===== src/rtl/alu_exec_unit.sv =====
// alu_exec_unit: two-stage valid/ready ALU.
//   S1 registers the operands and opcode; S2 registers the result, zero flag
//   and illegal flag. A full pipeline sustains one op per cycle.
// Optional feature macro: ALU_SHIFT_EN adds sll/srl/sra on codes 100/110/111.
// When the macro is undefined, those codes are reported as illegal and no
// shifter is built.
module alu_exec_unit #(
  parameter int WIDTH = 32
) (
  input  logic             clk,
  input  logic             rst_n,
  input  logic             in_valid,
  output logic             in_ready,
  input  logic [WIDTH-1:0] SrcA,
  input  logic [WIDTH-1:0] SrcB,
  input  logic [2:0]       ALUControl,
  output logic             out_valid,
  input  logic             out_ready,
  output logic [WIDTH-1:0] ALUResult,
  output logic             Zero,
  output logic             Illegal,
  output logic [15:0]      op_count
);

`ifdef ALU_SHIFT_EN
  localparam int SHW = $clog2(WIDTH);
`endif

  typedef struct packed {
    logic [WIDTH-1:0] a;
    logic [WIDTH-1:0] b;
    logic [2:0]       op;
  } req_t;

  typedef struct packed {
    logic [WIDTH-1:0] res;
    logic             zero;
    logic             ill;
  } rsp_t;

  req_t s1_q;
  rsp_t s2_q, s2_d;
  logic s1_vld, s2_vld;
  logic in_fire, out_fire, s1_adv;

  // Handshake: S1 drains into S2 whenever S2 is empty or emptying this cycle,
  // so S1 can refill in the same cycle without a bubble.
  assign out_fire = s2_vld & out_ready;
  assign s1_adv   = s1_vld & (~s2_vld | out_ready);
  assign in_ready = ~s1_vld | s1_adv;
  assign in_fire  = in_valid & in_ready;

  // Result computation from the S1 operands; unsupported codes yield 0 and flag illegal
  always_comb begin
    s2_d = '0;
    unique case (s1_q.op)
      3'b000: s2_d.res = s1_q.a + s1_q.b;
      3'b001: s2_d.res = s1_q.a - s1_q.b;
      3'b010: s2_d.res = s1_q.a & s1_q.b;
      3'b011: s2_d.res = s1_q.a | s1_q.b;
      3'b101: s2_d.res = {{(WIDTH-1){1'b0}}, ($signed(s1_q.a) < $signed(s1_q.b))};
`ifdef ALU_SHIFT_EN
      3'b100: s2_d.res = s1_q.a << s1_q.b[SHW-1:0];
      3'b110: s2_d.res = s1_q.a >> s1_q.b[SHW-1:0];
      3'b111: s2_d.res = WIDTH'($signed(s1_q.a) >>> s1_q.b[SHW-1:0]);
`endif
      default: s2_d.ill = 1'b1;
    endcase
    s2_d.zero = (s2_d.res == '0);
  end

  // S1: operand capture, only on an input transfer
  always_ff @(posedge clk or negedge rst_n) begin
    if (!rst_n) begin
      s1_vld <= 1'b0;
      s1_q   <= '0;
    end else begin
      if (in_fire) begin
        s1_vld <= 1'b1;
        s1_q   <= '{a: SrcA, b: SrcB, op: ALUControl};
      end else if (s1_adv) begin
        s1_vld <= 1'b0;
      end
    end
  end

  // S2: result register, held while stalled by downstream
  always_ff @(posedge clk or negedge rst_n) begin
    if (!rst_n) begin
      s2_vld <= 1'b0;
      s2_q   <= '0;
    end else begin
      if (s1_adv) begin
        s2_vld <= 1'b1;
        s2_q   <= s2_d;
      end else if (out_fire) begin
        s2_vld <= 1'b0;
      end
    end
  end

  // Consumed-result counter, wraps naturally at 16 bits
  always_ff @(posedge clk or negedge rst_n) begin
    if (!rst_n) op_count <= '0;
    else if (out_fire) op_count <= op_count + 16'd1;
  end

  assign out_valid = s2_vld;
  assign ALUResult = s2_q.res;
  assign Zero      = s2_vld & s2_q.zero;
  assign Illegal   = s2_q.ill;

endmodule

===== config.mk =====
export PLATFORM = sky130hd
export DESIGN_NAME = alu_exec_unit
export DESIGN_NICKNAME = d
export VERILOG_FILES = /design/src/rtl/alu_exec_unit.sv
export SDC_FILE = /design/constraint.sdc
export NUM_CORES = 1
export LEC_CHECK = 0
export CAP_MARGIN = 20
export CORE_AREA = 5 5 163 165
export CTS_CLUSTER_DIAMETER = 50
export DETAILED_ROUTE_END_ITERATION = 10
export DIE_AREA = 0 0 168 170
export GPL_TIMING_DRIVEN = 1
export HOLD_SLACK_MARGIN = 0.15
export PLACE_DENSITY = 0.59
export RECOVER_POWER = 100
export SLEW_MARGIN = 10
export SYNTH_ARGS = -nofsm -noshare
export SYNTH_HDL_FRONTEND = slang
export SYNTH_SLANG_ARGS = --single-unit

===== constraint.sdc =====
create_clock -name clk -period 10.77 [get_ports clk]
set_clock_uncertainty 0.15 [all_clocks]
set_input_delay 2.154 -clock clk [delete_from_list [all_inputs] [get_ports clk]]
set_output_delay 2.154 -clock clk [all_outputs]
set_load 0.02 [all_outputs]

==> results.toml <==
[run_status]
failed_checks = "capacitance limit, slew limit"
run_status = "complete, but fails checks"

[clock_tree]
clk_pin_slew_ns = 0.07
cts-root-to-sink-buffers = 2
cts_buffers = 17
clk_root_buffer_cell = "sky130_fd_sc_hd__clkbuf_16"
cts_num_sinks = 119
cts_max_level = 4
cts-hold-fix-buffers = 0
insertion_delay_ns = 0.42
cts.repair.resized = 0
post-cts-setup-buffer-count = 0
tritoncts_clock_tree = "built"

[logic_synthesis]
number_of_synthesized_flops_with_an_enable_pin = 0
seq_area_frac_synth_pct = 30.30
netlist_cell_types = 75
post-synth-top-area-fraction_pct = 30.30
yosys_warnings = 0
postSynthAreaPerCell_um2 = 8.798
postSynthCellCount = 1117
post_synth_instance_area_mm2 = 0.009827
yosys_register_bits = 119
ys_top_cells_by_area = "sky130_fd_sc_hd__dfrtp_1 30%, sky130_fd_sc_hd__ha_1 14%, sky130_fd_sc_hd__mux2_2 9.4%"
synthFlopType = "sky130_fd_sc_hd__dfrtp_1"
netlist.top_cell.by_area = "sky130_fd_sc_hd__dfrtp_1"
syn-num-nets = 1298
synthArstFlopShare_pct = 100.0

[detailed_routing]
wirelength_um = 27550
num_vias = 8244
ant_nets = 0
first_pass_iters = 6
drcViolationCount = 0
routed_wire_length_per_instance_um = 18.15
routed_via_density = 5.431
first_iter_violations = 663

[grt]
met2_usage_pct = 30.17
first_global_vias = 8053
grt.total_usage_pct = 19.09
grt_antenna_before_repair = 0
grt-busiest-layer = "met2"
globalRouteMet1Util_pct = 26.60
wire_length_of_the_first_global_routing_pass_um = 43800
grt_start_max_net_pins = 73
globalRouteMet3Util_pct = 3.647
grt_overflow_total = 0

[placement]
gp_congestion = 0.9243
placed_cells_incl_taps = 1485
dp_hpwl_um = 20690
place.port_buffers = 122

[sta]
final_min_period_over_clock_period_pct = 56.93
tightestPinTransition_ns = 3.772
finalSetupViolCount = 0
final_report_max_slew_violation_count = 117
fin_setup_tns_ns = 0
fin_crit_ns = 6.132
rsz0062_at_grt = "no"
clock.fmax_mhz = 163.1
max_slew_margin_pct = -151.4
finalHoldViolations = 0

[setup_path]
rrSetupSlack_ns = 6.16
timing.critical_path.to_type = "register"
reg2reg_to = "s2_q[1]"
path_cells = "dlygate4sd3_1 -> nand3b_1 -> nand2_2 -> clkbuf_1 -> mux2_2"
critical-path-slowest-cell = "sky130_fd_sc_hd__clkbuf_1"
cp.buffers_inverters = 2
cp-start-kind = "primary input"
worstReg2RegStart = "s1_q[35]"
r2r.worst_path.cells = 15
worst_ep_required_time_ns = 10.92
delay_of_the_slowest_critical_path_stage_ns = 2.58
arrival_worst_endpoint_ns = 6.28
cp_top_family = "buffers and inverters"
path_max_fanout = 67
worst-setup-path-type = "primary input to register"

[final_layout]
final_layout_size_suffix_gt1_share_pct = 11.45
fin_nets = 1356
synth_to_layout_area_growth_pct = 18.40
diodes = 0
post_layout_cell_count = 1518

[power]
psw_w = 0.0009853
power_leakage_nw = 5.232
combPwrFrac_pct = 46.8
intPower_w = 0.001346
share_clk_of_total_power_pct = 25.8
vdd_drop_max_mv = 0.1166
powerDensity_mw_per_mm2 = 200.4
switching_share_pct = 42.27
seq_power_share_pct = 27.4

[die]
initial_core_util_pct = 39.48
design.core.area_mm2 = 0.02489
io_pins = 123
die_h_um = 170
die_width_um = 168
fp.dieArea_mm2 = 0.02856
num_rows = 58

[hold_path]
hp-start = "op_count[15]"
min_to = "op_count[15]"
min_path_cells = 1
worst_hold_check_path_type = "register to register"

[run]
maxCapViolCount = 2
==> synthesized netlist by cell type (18+ instances only) <==
cell type,number
sky130_fd_sc_hd__nor3_1,21
sky130_fd_sc_hd__inv_1,96
sky130_fd_sc_hd__clkbuf_1,51
sky130_fd_sc_hd__dfrtp_1,119
sky130_fd_sc_hd__a21oi_1,65
sky130_fd_sc_hd__ha_1,108
sky130_fd_sc_hd__nor2_1,93
sky130_fd_sc_hd__a211oi_1,22
sky130_fd_sc_hd__nand2_1,76
sky130_fd_sc_hd__o21ai_0,52
sky130_fd_sc_hd__xnor2_1,34
sky130_fd_sc_hd__mux2_2,82
sky130_fd_sc_hd__nand3_1,18
sky130_fd_sc_hd__buf_4,32
==> cell type report <==
type / instances / area [um2]
timing repair buffer: 129 / 1260
clock buffer: 17 / 425.4
fill: 2368 / 13260
inverter: 100 / 375.4
sequential: 119 / 2979
clock inverter: 15 / 177.7
multi-input combinational: 808 / 6005
tap: 330 / 412.9
==> kinds of logic (layout without fill, tap and decap cells) <==
family	count (synthesis)	in the layout	share of synthesized area, %
xor gates and xnor gates	44	44	3.922
adders and majority gates	110	110	14.16
muxes	87	87	10.03
AOI/OAI and AO/OA	272	272	18.45
and+or+nand+nor	295	295	14.57
DFF	119	119	30.30
buffers and inverters	190	261	8.569
==> worst reg2reg max path, stage by stage, from the launching register on <==
cell                       delay (ns)
sky130_fd_sc_hd__dfrtp_1         0.38
sky130_fd_sc_hd__inv_1           0.08
sky130_fd_sc_hd__ha_1            0.24
sky130_fd_sc_hd__fa_1            0.42
sky130_fd_sc_hd__o21ba_1         0.22
sky130_fd_sc_hd__or4_1           0.43
sky130_fd_sc_hd__nand2_1         0.19
sky130_fd_sc_hd__nand3_1         0.14
sky130_fd_sc_hd__a41oi_1         0.43
sky130_fd_sc_hd__nor2_1          0.16
sky130_fd_sc_hd__o41ai_1         0.51
sky130_fd_sc_hd__a21oi_1         0.15
sky130_fd_sc_hd__a311oi_1        0.33
sky130_fd_sc_hd__xor2_1          0.17
sky130_fd_sc_hd__o22ai_1         0.12
sky130_fd_sc_hd__o41ai_1         0.40
==> stage by stage <==
stage | worst slack, ns | area, um2 | power, W | util, % | hold WS [ns]
6_report | 4.638 | 11630 | 0.002331 | 46.74 | 0.3132
5_1_grt | 4.266 | 11630 | 0.002479 | 46.74 | 0.3420
4_1_cts | 4.992 | 11650 | 0.002360 | 46.79 | 0.3235
3_5_place_dp | 4.696 | 11040 | 0.001747 | 44.37 | 0.3137
3_3_place_gp | 4.742 | 11040 | 0.001740 | 44.37 | 0.3104
2_1_floorplan | 6.029 | 9827 | 0.001428 | - | 0.2902
==> power groups by stage <==
stage | sequential [W] | combinational [W] | clock, W
after global placement | 0.000645 | 0.00109 | 0
after CTS | 0.000641 | 0.00110 | 0.000616
final | 0.000638 | 0.00109 | 0.000602
after detailed placement | 0.000649 | 0.00110 | 0
after global routing | 0.000653 | 0.00119 | 0.000635
after floorplan | 0.000623 | 0.000805 | 0
==> layer usage <==
layer	share of wire, %	routed length [um]	vias to the layer above
met2	44	12150	278
li1	-	-	4019
met4	2.0	540	0
met5	0	0	-
met1	48	13310	3913
met3	5.6	1548	34
==> layout by cell type, fill, tap and decap left out, drive strengths merged, types with 9 or more instances in the layout <==
cell	instances
o21bai	9
a211oi	22
dlygate4sd3	53
dfrtp	119
mux2	82
a21oi	65
o31ai	11
o21ai	59
a21o	13
or3	9
clkbuf	20
a221oi	9
a31oi	13
ha	108
clkdlybuf4s50	68
nand2b	12
nor3	21
nand4	11
nand3	18
nor4	9
nor2	93
nand2	76
xor2	10
o211ai	13
inv	111
xnor2	34
==> sequential cells by signal (all words and copies together) (netlist names) <==
| signal | count |
|---|---|
| ALUResult | 32 |
| s2_q | 1 |
| s1_vld | 1 |
| s1_q | 67 |
| op_count | 16 |
| Illegal | 1 |
| out_valid | 1 |
==> how the worst max path moves through the flow <==
stage               startpoint       end  slack, ns  cells past startpoint
global route         out_ready  s1_q[54]       4.27                      5
CTS                  out_ready  in_ready       4.99                      3
global placement     out_ready   s2_q[1]       4.74                     11
floorplan            out_ready  in_ready       6.03                      1
detailed placement   out_ready   s2_q[1]       4.70                     11
finish               out_ready  s1_q[61]       4.64                      5
Note: power is estimated with default switching activity, not from simulation.
